`src/rtl/store_rmw_seq.sv`:
```
// Store sequencer: turns byte/half/word store requests into RAM accesses.
// Sub-word stores do a read-modify-write through an external merge stage.
module store_rmw_seq #(
  parameter int         ADDR_W   = 32,
  parameter logic [1:0] STORE_SB = 2'd0,
  parameter logic [1:0] STORE_SH = 2'd1,
  parameter logic [1:0] STORE_SW = 2'd2
) (
  input  logic              clk,
  input  logic              rst_n,
  input  logic              st_valid,
  output logic              st_ready,
  input  logic [ADDR_W-1:0] st_addr,
  input  logic [31:0]       st_data,
  input  logic [1:0]        st_type,
  output logic              st_done,
  output logic              st_err,
  output logic [ADDR_W-1:0] ram_addr,
  output logic              ram_re,
  input  logic [31:0]       ram_rdata,
  output logic              ram_we,
  output logic [31:0]       ram_wdata,
  output logic [31:0]       mrg_orig,
  output logic [31:0]       mrg_ram,
  output logic [1:0]        mrg_type,
  output logic [1:0]        mrg_addr_low,
  input  logic [31:0]       mrg_result
);

  typedef enum logic [1:0] {
    IDLE  = 2'd0,
    READ  = 2'd1,
    WAIT  = 2'd2,
    WRITE = 2'd3
  } state_t;

  state_t            state_q, state_d;
  logic [ADDR_W-1:0] addr_q, addr_d;
  logic [31:0]       data_q, data_d;
  logic [1:0]        type_q, type_d;
  logic [31:0]       mrg_ram_q, mrg_ram_d;
  logic [ADDR_W-1:0] ram_addr_q, ram_addr_d;
  logic              ram_re_q, ram_re_d;
  logic              ram_we_q, ram_we_d;
  logic              st_done_q, st_done_d;
  logic              st_err_q, st_err_d;
  logic              st_ready_q, st_ready_d;

  logic [1:0]        type_in;
  logic [ADDR_W-1:0] word_addr_in;
  logic              misaligned_in;
  logic              accept;

  // Encoding 3 is folded into a full-word store before any decision is made.
  assign type_in       = (st_type == 2'd3) ? STORE_SW : st_type;
  assign word_addr_in  = {st_addr[ADDR_W-1:2], 2'b00};
  assign misaligned_in = ((type_in == STORE_SH) && st_addr[0]) ||
                         ((type_in == STORE_SW) && (st_addr[1:0] != 2'b00));
  assign accept        = st_valid && st_ready_q;

  always_comb begin
    state_d    = state_q;
    addr_d     = addr_q;
    data_d     = data_q;
    type_d     = type_q;
    mrg_ram_d  = mrg_ram_q;
    ram_addr_d = ram_addr_q;
    ram_re_d   = 1'b0;
    ram_we_d   = 1'b0;
    st_done_d  = 1'b0;
    st_err_d   = 1'b0;

    unique case (state_q)
      IDLE: begin
        if (accept) begin
          addr_d = st_addr;
          data_d = st_data;
          type_d = type_in;
          if (misaligned_in) begin
            st_err_d = 1'b1;
          end else if (type_in == STORE_SW) begin
            state_d    = WRITE;
            ram_we_d   = 1'b1;
            st_done_d  = 1'b1;
            ram_addr_d = word_addr_in;
          end else if ((type_in == STORE_SB) || (type_in == STORE_SH)) begin
            state_d    = READ;
            ram_re_d   = 1'b1;
            ram_addr_d = word_addr_in;
          end
        end
      end
      READ: begin
        state_d = WAIT;
      end
      WAIT: begin
        // RAM data returns here; the write address is already on ram_addr.
        mrg_ram_d = ram_rdata;
        state_d   = WRITE;
        ram_we_d  = 1'b1;
        st_done_d = 1'b1;
      end
      WRITE: begin
        state_d = IDLE;
      end
      default: begin
        state_d = IDLE;
      end
    endcase

    st_ready_d = (state_d == IDLE);
  end

  always_ff @(posedge clk) begin
    if (!rst_n) begin
      state_q    <= IDLE;
      addr_q     <= '0;
      data_q     <= '0;
      type_q     <= '0;
      mrg_ram_q  <= '0;
      ram_addr_q <= '0;
      ram_re_q   <= 1'b0;
      ram_we_q   <= 1'b0;
      st_done_q  <= 1'b0;
      st_err_q   <= 1'b0;
      st_ready_q <= 1'b1;
    end else begin
      state_q    <= state_d;
      addr_q     <= addr_d;
      data_q     <= data_d;
      type_q     <= type_d;
      mrg_ram_q  <= mrg_ram_d;
      ram_addr_q <= ram_addr_d;
      ram_re_q   <= ram_re_d;
      ram_we_q   <= ram_we_d;
      st_done_q  <= st_done_d;
      st_err_q   <= st_err_d;
      st_ready_q <= st_ready_d;
    end
  end

  assign st_ready     = st_ready_q;
  assign st_done      = st_done_q;
  assign st_err       = st_err_q;
  assign ram_addr     = ram_addr_q;
  assign ram_re       = ram_re_q;
  assign ram_we       = ram_we_q;
  assign mrg_orig     = data_q;
  assign mrg_ram      = mrg_ram_q;
  assign mrg_type     = type_q;
  assign mrg_addr_low = addr_q[1:0];

  // Full-word stores bypass the merge stage; write data is zero when idle.
  assign ram_wdata = !ram_we_q ? 32'h0 :
                     (type_q == STORE_SW) ? data_q : mrg_result;

endmodule

```
`config.mk`:
```
export PLATFORM = sky130hd
export DESIGN_NAME = store_rmw_seq
export DESIGN_NICKNAME = d
export VERILOG_FILES = /design/src/rtl/store_rmw_seq.sv
export SDC_FILE = /design/constraint.sdc
export NUM_CORES = 1
export LEC_CHECK = 0
export CAP_MARGIN = 20
export CORE_MARGIN = 8
export CORE_UTILIZATION = 40
export CTS_CLUSTER_SIZE = 16
export DETAILED_ROUTE_END_ITERATION = 10
export PLACE_DENSITY = 0.92
export SYNTH_ARGS = -nofsm -noshare
export SYNTH_HDL_FRONTEND = slang
export SYNTH_SLANG_ARGS = --single-unit
```
`constraint.sdc`:
```
create_clock -name clk -period 2.5 [get_ports clk]
set_clock_uncertainty 0.2 [all_clocks]
set_input_delay 0.5 -clock clk [delete_from_list [all_inputs] [get_ports clk]]
set_output_delay 0.5 -clock clk [all_outputs]
set_load 0.01 [all_outputs]
```
Word-level counts from Yosys, hierarchy flattened:

Cells that the tools add are included.

* bits in latches: 0
* memories: 0
* output and inout port bits: 137
* bits in writable memories: 0
* input port bits: 133
* bits in read-only memories: 0
* flip-flop bits (word level): 106

* divide/modulo/power cells: 0
* mux-type cells: 16
* shift-type cells: 0
* bitwise logic cells: 4
* reduce and logical (&&, ||, !) cells: 14
* order comparisons: 0
* add/subtract/negate cells: 0
* equality and inequality tests: 7
* multipliers: 0

Operators with widths (number)
* 32-bit 2-to-1 mux: 4
* 2-bit equality test, second input constant: 5
* 2-bit 2-to-1 mux: 5
* 2-bit case mux with 4 select lines: 1
* 2-bit zero test: 3
* 1-bit 2-to-1 mux: 5
* 5-bit OR reduction: 1
* 2-bit by 1-bit equality test with 1-bit output, second input constant: 2
* 1-bit inverter: 4
* 4-bit AND reduction: 1
* 2-bit nonzero test: 2
* 1-bit logical AND: 3
* 3-bit AND reduction: 1
* 1-bit logical OR: 2
* 1-bit case mux with 2 select lines: 1
* 2-bit AND reduction: 1

Logic depth before layout (Yosys ltp):

* word-level depth: 10
* gate-level depth with buffers: 8

Least setup slack after synthesis:

No wires, ideal clock.

* path type: register to output
* from: reg type_q[0] (netlist: mrg_type[0])
* to: out ram_wdata[10]
* path slack: 0.572 ns
* buffers on the path: 1
* arrival time: 1.228 ns
* cell stages (with the launch flop): 5
* cells stage by stage: dfxtp_1 > nand2b_1 > clkbuf_1 > nand2_1 > a21boi_0

* cells in the longest elaborated chain, start to end: 3

RTL lines
* start, declared: line 40 `logic [1:0] type_q, type_d;`
* start signal, assigned: line 131 `type_q <= type_d;`
* 2-bit equality test: line 155 `(type_q == STORE_SW) ? data_q : mrg_result;`
* 32-bit 2-to-1 mux: line 155
* 32-bit 2-to-1 mux: line 154 `assign ram_wdata = !ram_we_q ? 32'h0 :`
* end, declared: line 22 `output logic [31:0] ram_wdata,`

No other way between the ends.

Final worst setup path:

* from: reg type_q[1] (netlist: mrg_type[1])
* to: out ram_wdata[3]

Same word-level chain as after synthesis.

==> results.sh <==
export IMPL_result_of_the_run="completed"
export IMPL_routability_congestion=0.834
export IMPL_fp_dieH_um=122
export IMPL_num_fill_cells=834
export IMPL_postSynth_asyncResetShare_pct=0
export IMPL_number_of_distinct_library_cell_variants_in_the_gate_level_netlist_after_synthesis=30
export IMPL_first_pass_iters=4
export IMPL_grt_pass1_vias=4969
export IMPL_clockRootBuffer="sky130_fd_sc_hd__clkbuf_16"
export IMPL_synth_ff_latch_count=104
export IMPL_largest_net_degree_at_the_start_of_global_routing=56
export IMPL_routed_wl_um=17300
export IMPL_timing_setup_critical_path_class="flip-flop to output pin"
export IMPL_drt_first_iter_violations=291
export IMPL_met1Wirelength_um=6230
export IMPL_fmax_ghz=0.413
export IMPL_die_area_mm2=0.0149
export IMPL_max_vdd_ir_drop_v=0.000332
export IMPL_powerDensity_mw_per_mm2=595
export IMPL_gate_count_after_technology_mapping=544
export IMPL_initial_utilization_pct=41.3
export IMPL_place_inst=914
export IMPL_totalNegativeSetupSlack_ps=0
export IMPL_detail_route_drc_violations=0
export IMPL_finish_utilization_pct=69.3
export IMPL_p_leak_nw=2.81
export IMPL_initial_antenna_violation_count=0
export IMPL_design_final_nets=923
export IMPL_report_final_hold_viol_count=0
export IMPL_ant_nets=0
export IMPL_final_cell_count_no_fill=933
export IMPL_worstPathRequired_ps=1800
export IMPL_syn_area_mm2=0.00451
export IMPL_cts_htree_levels=3
export IMPL_detail_route_vias_per_cell=5.20
export IMPL_worst_hold_path_type="flip-flop to flip-flop"
export IMPL_vias=4856
export IMPL_setup_violations_final=0
export IMPL_grt_overflow_total=0
export IMPL_syn2layout_area_growth_pct=68.0
export IMPL_clk_latency_ps=340
export IMPL_wl_met3_um=1910
export IMPL_synth_area_per_cell_um2=8.30
export IMPL_cp_end_kind="output pin"
export IMPL_sequential_to_total_area_share_from_yosys_stat_pct=46.1
export IMPL_numCtsBuffers=9
export IMPL_dpl_instance_area_mm2=0.00730
export IMPL_tritoncts_clock_tree="yes"
export IMPL_clkTransAtPathRegs_ps=70
export IMPL_final_period_utilization_pct=96.8
export IMPL_ctsLongestPathBuffers=2
export IMPL_synth_edff_count=0
export IMPL_worst_ep_arrival_time_ps=1720
export IMPL_rsz0062_at_grt="false"
export IMPL_yosys_warnings=0
export IMPL_detailedPlacementHpwl_um=13100
export IMPL_layout_cell_area_non_filler_mm2=0.00758
export IMPL_grt_usage_pct=22.2
export IMPL_post_drt_wl_per_cell_um=18.6
export IMPL_core_area_mm2=0.0109
export IMPL_diodes=0
export IMPL_hold_buffer_count_at_cts=0
export IMPL_io_buffers=267
export IMPL_chipWidth_um=122
export IMPL_type_of_element_launching_the_critical_path="flip-flop"
export IMPL_final_min_clock_period_ps=2420
export IMPL_io_pin_count=270
export IMPL_drive_above_1_share_pct=7.94
export IMPL_worst_path_max_fanout=16
export IMPL_wire_length_of_the_first_global_routing_pass_um=26400
export IMPL_placement_rows=38
export IMPL_top_layer_used="met4"
export IMPL_top_ff_cell_synth="sky130_fd_sc_hd__dfxtp_1"
export IMPL_met2WireLength_um=8820
export IMPL_drv_cap=0
export IMPL_cts_num_sinks=104
export IMPL_report_final_slew_viol_count=0
[flip-flops by register name, summed over array words and instances, names as in the netlist]
name,cells
ram_re,1
addr_q,2
mrg_ram,32
st_ready,1
st_done,1
st_err,1
mrg_type,2
state_q,2
mrg_orig,32
ram_addr,30
[report_power, final]
group	switching, mW	internal, mW
Clock	0.641	0.787
Sequential	0.0877	1.79
Combinational	0.572	0.637
Total	1.30	3.21
[synth_stat cells (2+ instances only)]
| library cell | instances | area share, % |
|---|---|---|
| sky130_fd_sc_hd__o21a_1 | 2 | 0.33 |
| sky130_fd_sc_hd__buf_2 | 22 | 2.4 |
| sky130_fd_sc_hd__a21boi_0 | 32 | 5.3 |
| sky130_fd_sc_hd__buf_1 | 3 | 0.25 |
| sky130_fd_sc_hd__dfxtp_1 | 104 | 46 |
| sky130_fd_sc_hd__a21oi_1 | 67 | 7.4 |
| sky130_fd_sc_hd__nor2_1 | 32 | 2.7 |
| sky130_fd_sc_hd__nor2b_1 | 2 | 0.28 |
| sky130_fd_sc_hd__nand4_1 | 30 | 4.2 |
| sky130_fd_sc_hd__o31ai_1 | 31 | 5.2 |
| sky130_fd_sc_hd__mux2i_1 | 33 | 7.3 |
| sky130_fd_sc_hd__ha_1 | 2 | 0.55 |
| sky130_fd_sc_hd__buf_6 | 6 | 1.5 |
| sky130_fd_sc_hd__clkbuf_1 | 21 | 1.7 |
| sky130_fd_sc_hd__inv_1 | 2 | 0.17 |
| sky130_fd_sc_hd__nand2_1 | 138 | 11 |
| sky130_fd_sc_hd__buf_4 | 3 | 0.50 |
| sky130_fd_sc_hd__and2_1 | 2 | 0.28 |
[repair_timing]
action	CTS	global route
resized for setup	45	35
pin swaps	0	0
endpoints found under the setup margin	32	16
cloned	1	0
setup buffers	1	1
[cells by family (layout without fill, tap and decap cells)]
group           count (synthesis)  after routing  share of synthesized area [%]
fa+ha+maj                       2              2                          0.554
other cells                     1              2                         0.0831
buf+inv                        58            306                           6.68
compound gates                137            137                           19.4
simple gates                  209            209                           19.9
flops                         104            104                           46.1
mux                            33             33                           7.32
[cell usage in the layout (no fill, tap or decap), types with 3 or more instances in the layout]
cell type,instances
sky130_fd_sc_hd__buf_4,12
sky130_fd_sc_hd__clkinvlp_4,3
sky130_fd_sc_hd__dfxtp_1,102
sky130_fd_sc_hd__buf_12,7
sky130_fd_sc_hd__clkbuf_2,13
sky130_fd_sc_hd__o31ai_1,31
sky130_fd_sc_hd__clkbuf_16,9
sky130_fd_sc_hd__nand4_1,30
sky130_fd_sc_hd__nor2_1,32
sky130_fd_sc_hd__clkdlybuf4s50_1,235
sky130_fd_sc_hd__a21boi_0,30
sky130_fd_sc_hd__mux2i_1,33
sky130_fd_sc_hd__dlygate4sd2_1,16
sky130_fd_sc_hd__nand2_1,138
sky130_fd_sc_hd__a21oi_1,67
[routing by layer]
metal | vias to the layer above | track usage [%]
met2 | 213 | 40.3
met4 | 0 | 7.31
met5 | - | 0
li1 | 2358 | -
met3 | 26 | 8.13
met1 | 2259 | 23.4
[final timing paths]
path	slack, ps	to	depth (start not counted)	startpoint
setup / recovery	80	ram_wdata[3]	6	mrg_type[1]
hold / removal	260	addr_q[0]	2	addr_q[0]
setup reg to reg	440	ram_addr[26]	6	state_q[0]
hold reg to reg	260	addr_q[0]	2	addr_q[0]
[per-stage QoR]
step / hold WS [ps] / total power, mW / worst slack (ps)
global route: 283 / 4.74 / 0.230
finish: 263 / 4.51 / 80.3
detailed placement: 255 / 3.11 / -40.4
floorplan: 281 / 2.46 / 572
CTS: 265 / 4.56 / 0.162
global placement: 246 / 3.07 / -42.0
[layout make-up]
cell class | instances | area [um2] | share of cell area, %
Multi-Input combinational cell | 383 | 2150 | 28.4
Clock inverter | 7 | 81.3 | 1.07
Sequential cell | 104 | 2080 | 27.5
Tap cell | 140 | 175 | 2.31
Timing Repair Buffer | 287 | 2850 | 37.6
Clock buffer | 9 | 225 | 2.97
Inverter | 3 | 11.3 | 0.149
[worst max-delay path, cell delays in order, from the launching register on]
cell and delay, ps:
sky130_fd_sc_hd__dfxtp_2 350, sky130_fd_sc_hd__nor2b_4 150, sky130_fd_sc_hd__buf_4 110, sky130_fd_sc_hd__bufbuf_16 270, sky130_fd_sc_hd__nand2_1 60, sky130_fd_sc_hd__a21boi_0 160, sky130_fd_sc_hd__clkdlybuf4s15_1 270
Note: power is estimated with default switching activity, not from simulation.
